## config.mk

```make
export PLATFORM = sky130hd
export DESIGN_NAME = uart_tx_core
export DESIGN_NICKNAME = d
export VERILOG_FILES = /design/src/rtl/uart_pkg.sv /design/src/rtl/uart_baud_gen.sv /design/src/rtl/uart_tx_core.sv
export SDC_FILE = /design/constraint.sdc
export NUM_CORES = 1
export LEC_CHECK = 0
export CORE_UTILIZATION = 35
export DETAILED_ROUTE_END_ITERATION = 8
export DONT_BUFFER_PORTS = 1
export PLACE_DENSITY_LB_ADDON = 0.2
export RECOVER_POWER = 100
export SETUP_SLACK_MARGIN = 0.1
export SLEW_MARGIN = 0
export SYNTH_ARGS = -nofsm -noshare
export SYNTH_HDL_FRONTEND = slang
export SYNTH_SLANG_ARGS = --single-unit
```

## constraint.sdc

```tcl
create_clock -name clk -period 4.1 [get_ports clk]
set_clock_uncertainty 0.05 [all_clocks]
set_input_delay 1.23 -clock clk [delete_from_list [all_inputs] [get_ports clk]]
set_output_delay 1.23 -clock clk [all_outputs]
set_load 0.05 [all_outputs]
```

## src/rtl/uart_pkg.sv

```systemverilog
// Shared UART definitions: transmit FSM states, stop-length encodings and
// small helpers used by the TX serializer (and later the RX side).
package uart_pkg;

  typedef enum logic [2:0] {
    IDLE   = 3'd0,
    START  = 3'd1,
    DATA   = 3'd2,
    PARITY = 3'd3,
    STOP   = 3'd4
  } tx_state_e;

  localparam logic [1:0] STOP_1   = 2'b00;
  localparam logic [1:0] STOP_0P5 = 2'b01;
  localparam logic [1:0] STOP_2   = 2'b10;
  localparam logic [1:0] STOP_1P5 = 2'b11;

  localparam int UART_MIN_DIV = 16;

  // Parity steals the MSB slot, so enabling it removes one data bit.
  function automatic logic [3:0] data_bits(input logic wdlen, input logic pce);
    return 4'd8 + {3'd0, wdlen} - {3'd0, pce};
  endfunction

  function automatic logic [8:0] data_mask(input logic [3:0] nbits);
    case (nbits)
      4'd7:    return 9'h07F;
      4'd8:    return 9'h0FF;
      default: return 9'h1FF;
    endcase
  endfunction

endpackage

```

## src/rtl/uart_baud_gen.sv

```systemverilog
// Loadable bit-period down-counter; bit_done pulses on the final clock of
// each loaded period and stays low until the next load.
module uart_baud_gen
  import uart_pkg::*;
#(
  parameter int DIV_WD = 16
) (
  input  logic              clk,
  input  logic              rst,
  input  logic              load,
  input  logic [DIV_WD-1:0] period,
  output logic              bit_done
);

  localparam logic [DIV_WD-1:0] ONE = {{(DIV_WD-1){1'b0}}, 1'b1};

  logic [DIV_WD-1:0] cnt;
  logic              active;

  assign bit_done = active && (cnt == '0);

  always_ff @(posedge clk or posedge rst) begin
    if (rst) begin
      cnt    <= '0;
      active <= 1'b0;
    end else if (load) begin
      cnt    <= period - ONE;
      active <= 1'b1;
    end else if (bit_done) begin
      active <= 1'b0;
    end else if (cnt != '0) begin
      cnt <= cnt - ONE;
    end
  end

endmodule

```

## src/rtl/uart_tx_core.sv

```systemverilog
// UART transmit serializer: pops FIFO words and shifts out start/data/parity/
// stop frames using the configuration latched at each handshake.
module uart_tx_core
  import uart_pkg::*;
#(
  parameter int DIV_WD = 16
) (
  input  logic        clk,
  input  logic        rst,
  input  logic        cfg_te,
  input  logic [11:0] cfg_mantissa,
  input  logic [3:0]  cfg_fraction,
  input  logic        cfg_wdlen,
  input  logic        cfg_pce,
  input  logic        cfg_ps,
  input  logic [1:0]  cfg_stoplen,
  input  logic [8:0]  tx_data,
  input  logic        tx_valid,
  output logic        tx_ready,
  input  logic        tc_clr,
  output logic        sr_tc,
  output logic        tx_busy,
  output logic        uart_txd
);

  tx_state_e         state;
  logic [3:0]        bit_cnt;
  logic [8:0]        shift_q;
  logic [DIV_WD-1:0] per_q;
  logic              wdlen_q;
  logic              pce_q;
  logic              par_q;
  logic [1:0]        stop_q;
  logic [DIV_WD-1:0] div_cfg;
  logic [DIV_WD-1:0] div_eff;
  logic [DIV_WD-1:0] load_val;
  logic [3:0]        nd_new;
  logic [3:0]        nd_q;
  logic [8:0]        data_masked;
  logic              bit_done;
  logic              baud_load;
  logic              two_part;
  logic              stop_last;
  logic              hs;

  assign div_cfg     = DIV_WD'({cfg_mantissa, cfg_fraction});
  assign div_eff     = (div_cfg < DIV_WD'(UART_MIN_DIV)) ? DIV_WD'(UART_MIN_DIV) : div_cfg;
  assign nd_new      = data_bits(cfg_wdlen, cfg_pce);
  assign nd_q        = data_bits(wdlen_q, pce_q);
  assign data_masked = tx_data & data_mask(nd_new);

  // Two-stop and 1.5-stop frames split STOP into two timed parts.
  always_comb begin
    two_part = 1'b0;
    case (stop_q)
      STOP_1, STOP_0P5: two_part = 1'b0;
      STOP_2, STOP_1P5: two_part = 1'b1;
      default:          two_part = 1'b0;
    endcase
  end

  assign stop_last = (state == STOP) && bit_done && (!two_part || (bit_cnt == 4'd1));
  assign tx_ready  = !rst && cfg_te && ((state == IDLE) || stop_last);
  assign hs        = tx_valid && tx_ready;
  assign baud_load = hs || (bit_done && !stop_last);

  always_comb begin
    load_val = per_q;
    if (hs) begin
      load_val = div_eff;
    end else if ((state == STOP) && (stop_q == STOP_1P5)) begin
      load_val = per_q >> 1;
    end
  end

  uart_baud_gen #(.DIV_WD(DIV_WD)) u_baud (
    .clk      (clk),
    .rst      (rst),
    .load     (baud_load),
    .period   (load_val),
    .bit_done (bit_done)
  );

  // A handshake always wins: it may arrive in IDLE or on the final STOP clock.
  always_ff @(posedge clk or posedge rst) begin
    if (rst) begin
      state    <= IDLE;
      bit_cnt  <= 4'd0;
      shift_q  <= 9'd0;
      per_q    <= '0;
      wdlen_q  <= 1'b0;
      pce_q    <= 1'b0;
      par_q    <= 1'b0;
      stop_q   <= STOP_1;
      uart_txd <= 1'b1;
      tx_busy  <= 1'b0;
    end else if (hs) begin
      state    <= START;
      bit_cnt  <= 4'd0;
      shift_q  <= data_masked;
      per_q    <= div_eff;
      wdlen_q  <= cfg_wdlen;
      pce_q    <= cfg_pce;
      par_q    <= (^data_masked) ^ cfg_ps;
      stop_q   <= cfg_stoplen;
      uart_txd <= 1'b0;
      tx_busy  <= 1'b1;
    end else if (bit_done) begin
      case (state)
        START: begin
          state    <= DATA;
          uart_txd <= shift_q[0];
        end
        DATA: begin
          if (bit_cnt == nd_q - 4'd1) begin
            bit_cnt <= 4'd0;
            if (pce_q) begin
              state    <= PARITY;
              uart_txd <= par_q;
            end else begin
              state    <= STOP;
              uart_txd <= 1'b1;
            end
          end else begin
            bit_cnt  <= bit_cnt + 4'd1;
            shift_q  <= shift_q >> 1;
            uart_txd <= shift_q[1];
          end
        end
        PARITY: begin
          state    <= STOP;
          uart_txd <= 1'b1;
        end
        STOP: begin
          if (stop_last) begin
            state   <= IDLE;
            tx_busy <= 1'b0;
          end else begin
            bit_cnt <= 4'd1;
          end
        end
        default: state <= IDLE;
      endcase
    end
  end

  always_ff @(posedge clk or posedge rst) begin
    if (rst) begin
      sr_tc <= 1'b1;
    end else if (stop_last && !hs) begin
      sr_tc <= 1'b1;
    end else if (tc_clr || hs) begin
      sr_tc <= 1'b0;
    end
  end

endmodule

```

== Word-level counts from Yosys, hierarchy flattened ==
Cells that the tools add are included.
Storage, ports and cells
  bits in registers: 57
  bits of input ports: 35
  word-level logic and storage cells: 115
  output and inout bits: 4
Cells by class
  $lt $le $gt $ge: 1
  $add $sub $neg: 8
  equality and inequality tests: 16
  muxes and demuxes: 36
  bitwise gates (word level): 2
  reductions and logical operators: 39
Operators by type and width (count)
  2-to-1 mux 16 bit: 6
  2-to-1 mux 9 bit: 4
  subtractor 16 x 1 -> 16 bit, second input constant: 2
  one-hot mux 9 bit (2 select lines): 1
  zero test 16 bit: 1
  < comparator 16 x 5 -> 1 bit, second input constant: 1
  2-to-1 mux 4 bit: 4
  nonzero test 16 bit: 1
  2-to-1 mux 3 bit: 5
  nonzero test 2 bit: 7
  2-to-1 mux 1 bit: 12
  one-hot mux 3 bit (4 select lines): 1
  AND reduction 3 bit: 4
  AND 9 bit: 1
  logical AND 1 bit: 9
  inequality test 3 bit, second input constant: 3
  XOR reduction 9 bit: 1
  adder 4 x 1 -> 4 bit, first input constant: 2
  one-hot mux 4 bit (2 select lines): 1
  subtractor 4 x 1 -> 4 bit: 2
  equality test 3 x 2 -> 1 bit, second input constant: 2
  adder 4 x 1 -> 4 bit, second input constant: 1
  equality test 2 bit, second input constant: 2
  equality test 4 x 1 -> 1 bit, second input constant: 1
  other kinds (20): 28

== Logic depth before layout (Yosys ltp) ==
  depth after elaboration: 12
  gate-level depth with buffers: 15

== Hierarchy ==
From an unflattened synthesis, not the netlist that was laid out.
Second synthesis, totals
  cells, all modules: 386
  area, all modules: 3564.7 um^2
By module, submodules not included
  uart_tx_core: cells an instance 253, seq. area each 1003.5 um^2, instances 1, area an instance 2349.8 um^2
  uart_baud_gen: cells an instance 133, seq. area each 425.4 um^2, instances 1, area an instance 1214.9 um^2

== Least setup slack after synthesis ==
OpenSTA, ideal clock, no wires.
  kind: input -> output
  from: input rst
  to: output tx_ready
  stages on the path: 2
  buffers on the path: 0
  arrival: 3.120 ns
  data required time: 2.820 ns
  path slack: -0.300 ns
  path through: inv_1 -> and4_1
On the way
  cells in the longest elaborated chain, start to end: 3
Ends and longest elaborated chain
  start: declaration: line uart_tx_core.sv:9  | input logic rst,
  zero test 1 bit (no line)
  logical AND 1 bit (2 in a row): line uart_tx_core.sv:63  | assign tx_ready = !rst && cfg_te && ((state == IDLE) || stop_last);
  end: declaration: line uart_tx_core.sv:19  | output logic tx_ready,
Every way passes these cells.

== Final worst setup path ==
  from: register bit_cnt[0]
  to: output tx_ready
On the way
  cells in the longest elaborated chain, start to end: 5
Ends and longest elaborated chain
  start: declaration: line uart_tx_core.sv:27  | logic [3:0] bit_cnt;
  start signal: assignment: line uart_tx_core.sv:125  | bit_cnt <= bit_cnt + 4'd1;
  equality test 4 x 1 -> 1 bit: line uart_tx_core.sv:62  | assign stop_last = (state == STOP) && bit_done && (!two_part || (bit_cnt == 4'd1));
  logical OR 1 bit: line uart_tx_core.sv:62
  logical AND 1 bit: line uart_tx_core.sv:62
  logical OR 1 bit: line uart_tx_core.sv:63
  logical AND 1 bit: line uart_tx_core.sv:63
Every way passes these cells.

==> metrics.md <==
| Metric | Value |
|---|---|
| Synth Flop Type | `dfrtp_1` |
| Largest family of logic cells by synthesized area | `simple AND/OR/NAND/NOR gates` |
| Switch Pwr | `595 µW` |
| Leakage power | `around 1.8 nW` |
| EDFF count, synth | `0` |
| Slowest stage delay, CP | `roughly 0.56 ns` |
| Die area | `11200 µm²` |
| Post-Layout Cell Count | `592` |
| Post-synthesis simple-gate area fraction | `0.272` |
| Max Slew Vio Count | `0` |
| Critical Path, Cell by Cell | `ha_1 > nor3b_1 > o21ai_0 > o31ai_4 > and4_1` |
| Peak Freq | `~260 MHz` |
| Worst-Margin Slew | `about 1.4 ns` |
| Routed Wire Length | `10700 µm` |
| Fin nets | `between 400 and 500` |
| TritonCTS clock tree | `yes` |
| Iter 0 DRT Violations | `189` |
| Vias per inst | `5.73` |
| Share of layout cells above drive strength 1 | `0.125` |
| Design Area, Final | `4200 µm²` |
| Placed Area | `~4000 µm²` |
| Mapped cell area | `3760 µm²` |
| Register area share after synthesis | `0.380` |
| Clock buffer depth | `2` |
| PD cells | `409 nW/µm²` |
| WP data required | `2.82 ns` |
| Comb pwr share | `0.260` |
| WS Path Type | `reg -> out` |
| Worst min-delay path endpoint | `shift_q[2]` |
| Area leader, netlist | `dfrtp_1` |
| Largest net degree at the start of global routing | `58` |
| Cell count after synthesis | `437` |
| DP Wirelength | `8030 µm` |
| WL per Instance | `18.1 µm` |
| Placer Congestion | `0.904` |
| Port bufs | `0` |
| Initial antenna violation count | `0` |
| Synth area leaders | `dfrtp_1 37%, nand2_1 8.2%, o21ai_0 4.3%` |
| Starting Density | `0.362` |
| Final Hold Viols | `0` |
| Vias | `3390` |
| Worst R2R Path Depth | `11` |
| R2R Setup Slk | `0.36 ns` |
| First-pass GRT wire length | `17600 µm` |
| Worst-path clk slew | `0.07 ns` |
| Max-cap viol count | `0` |
| Clock Latency Late Sink | `0.36 ns` |
| Worst Hold Class | `reg -> reg` |
| Depth of the CTS H-tree | `3` |
| RR Startpoint | `bit_cnt[0]` |
| Yosys top cell area share | `0.366` |
| Hold Path Origin | `shift_q[2]` |
| Die W | `106 µm` |
| Hold-critical path depth | `2` |
| Synth Area in XOR/XNOR | `0.0489` |
| Critical Path Start Type | `flop` |
| Pwr Total | `approximately 1.7 mW` |
| Peak supply drop | `0.161 mV` |
| Die height | `106 µm` |
| Mux cell area share after synthesis | `0.0196` |
| Drt first pass iters | `5` |
| P_int | `1.12 mW` |
| Crit path DAT | `2.54 ns` |
| Compound-Gate Fraction of Synth Area | `0.229` |
| Final setup viols | `0` |
| Core area | `roughly 10000 µm²` |
| Switching Share | `0.346` |
| Area grow syn2layout | `11.6%` |
| Number of global-route vias before repair | `3333` |
| Synth Net Count | `476` |
| RSZ-0062 raised after global routing | `false` |
| Post-synth ARST share | `1.00` |
| Final Cycle Share | `0.931` |
| FF+latch count, synth | `57` |
| Max FO, Critical Path | `7` |
| Synth unique cells | `73` |
| Max-slew headroom | `0.0623` |
| Flop pwr share | `0.424` |
| N_diodes | `0` |
| Number of CTS-inserted buffers | `9` |
| Post-route DRC | `0` |
| CTS Hold Buffers Added | `0` |
| Final TNS setup | `0 ns` |
| Ys Warns | `0` |
| CP max-delay cell | `and4_1` |
| Worst R2R End | `u_baud.cnt[15]` |
| Global Route Usage Sum | `0.207` |
| Clock power share | `0.316` |
| Syn avg cell area | `8.60 µm²` |
| Root Driver | `clkbuf_8` |
| Placed Cells | `574` |
| Antenna Violating Nets Remaining | `0` |
| GRT Residual Overflow | `0` |
| Crit end category | `output pin` |
| Post-synthesis adder-cell area fraction | `0.0133` |
| Status | `completed` |
| Final worst path period need | `between 3 and 4 ns` |
| Clock Sinks | `57` |
| Site row count | `37` |
| Top-Level Pins | `39` |
==> worst max-delay path: cells and delay by family (launching register included) <==
kind | cells | cell delay [ns]
simple gates | 2 | 0.85
flops | 1 | 0.49
compound gates | 2 | 0.64
fa+ha+maj | 1 | 0.21
==> Yosys cell counts (all sizes together) (4+ instances only) <==
cell type	n
o31ai	6
nor2	38
buf	6
dfrtp	55
xnor2	15
mux2i	4
a31oi	4
a211oi	6
a32o	4
nand2	84
nor4	10
nor3	12
and3	9
nand4	4
ha	4
or3	4
xor2	6
nand3	14
o211ai	5
o21ai	33
inv	14
a21oi	18
a22oi	8
clkbuf	13
a21o	5
==> power by group through the flow <==
stage	sequential (mW)	combinational (mW)	clock (mW)
after floorplan	0.708	0.351	0
after global placement	0.738	0.445	0
after detailed placement	0.738	0.450	0
after CTS	0.728	0.450	0.561
after global routing	0.735	0.497	0.578
final	0.728	0.446	0.543
==> how the worst max path moves through the flow <==
stage	start	end	cells past startpoint
global placement	cfg_mantissa[7]	u_baud.cnt[14]	12
floorplan	rst	tx_ready	2
global route	bit_cnt[0]	u_baud.cnt[15]	11
detailed placement	cfg_mantissa[7]	u_baud.cnt[12]	12
CTS	bit_cnt[0]	tx_ready	5
finish	bit_cnt[0]	tx_ready	5
==> registers in the layout, indices dropped and copies added (netlist names), 2 cells and up <==
name and cells:
bit_cnt 4, per_q 16, shift_q 9, state 3, stop_q 2, u_baud.cnt 16
==> cell usage in the layout (no fill, tap or decap), types with 4 or more instances in the layout <==
master and instances:
a211oi_1 5, a21o_1 5, a21oi_1 18, a22oi_1 8, a31oi_1 4, and3_1 9, buf_4 18, clkbuf_1 4
clkbuf_8 10, dfrtp_1 55, ha_1 4, inv_1 13, mux2i_1 4, nand2_1 82, nand3_1 12, nand4_1 4
nor2_1 38, nor3_1 11, nor4_1 6, nor4_4 4, o211ai_1 5, o21ai_0 33, o31ai_1 5, or3_1 4
xnor2_1 15, xor2_1 6
==> timing repair <==
| item | CTS | global route |
|---|---|---|
| setup buffers | 0 | 3 |
| endpoints found under the hold margin | 0 | 0 |
| endpoints found under the setup margin | 0 | 1 |
| gates resized for setup | 0 | 1 |
==> layout make-up <==
class                   instances  area [µm²]
fillers                      1095        6170
multi-input cells             347        2190
flip-flops and latches         57        1430
well taps                     136         170
repair buffers                 23         155
clock buffers                  10         138
clock inverters                 5        56.3
inverters                      14        53.8
==> per-layer routing <==
metal  global-route usage  wire length (µm)  up-vias
met5                    0                 0        -
met3               0.0408               561       18
met4               0.0744               202        0
li1                     -                 -     1625
met1                0.292              5050     1655
met2                0.316              4930       92
==> stage by stage <==
step | utilization | setup slack [ns] | hold slack (ns)
6_report | 0.405 | 0.284 | 0.426
2_1_floorplan | - | 0.171 | 0.390
5_1_grt | 0.405 | 0.0441 | 0.448
3_5_place_dp | 0.386 | 0.00675 | 0.415
3_3_place_gp | 0.386 | 0.0591 | 0.409
4_1_cts | 0.405 | 0.121 | 0.433
==> logic make-up (layout without fill, tap and decap cells) <==
logic type | after synthesis | in the layout
compound gates | 118 | 118
flops | 57 | 57
mux | 7 | 7
fa+ha+maj | 4 | 4
simple gates | 197 | 197
buf+inv | 33 | 52
xor+xnor | 21 | 21
Note: power is estimated with default switching activity, not from simulation.
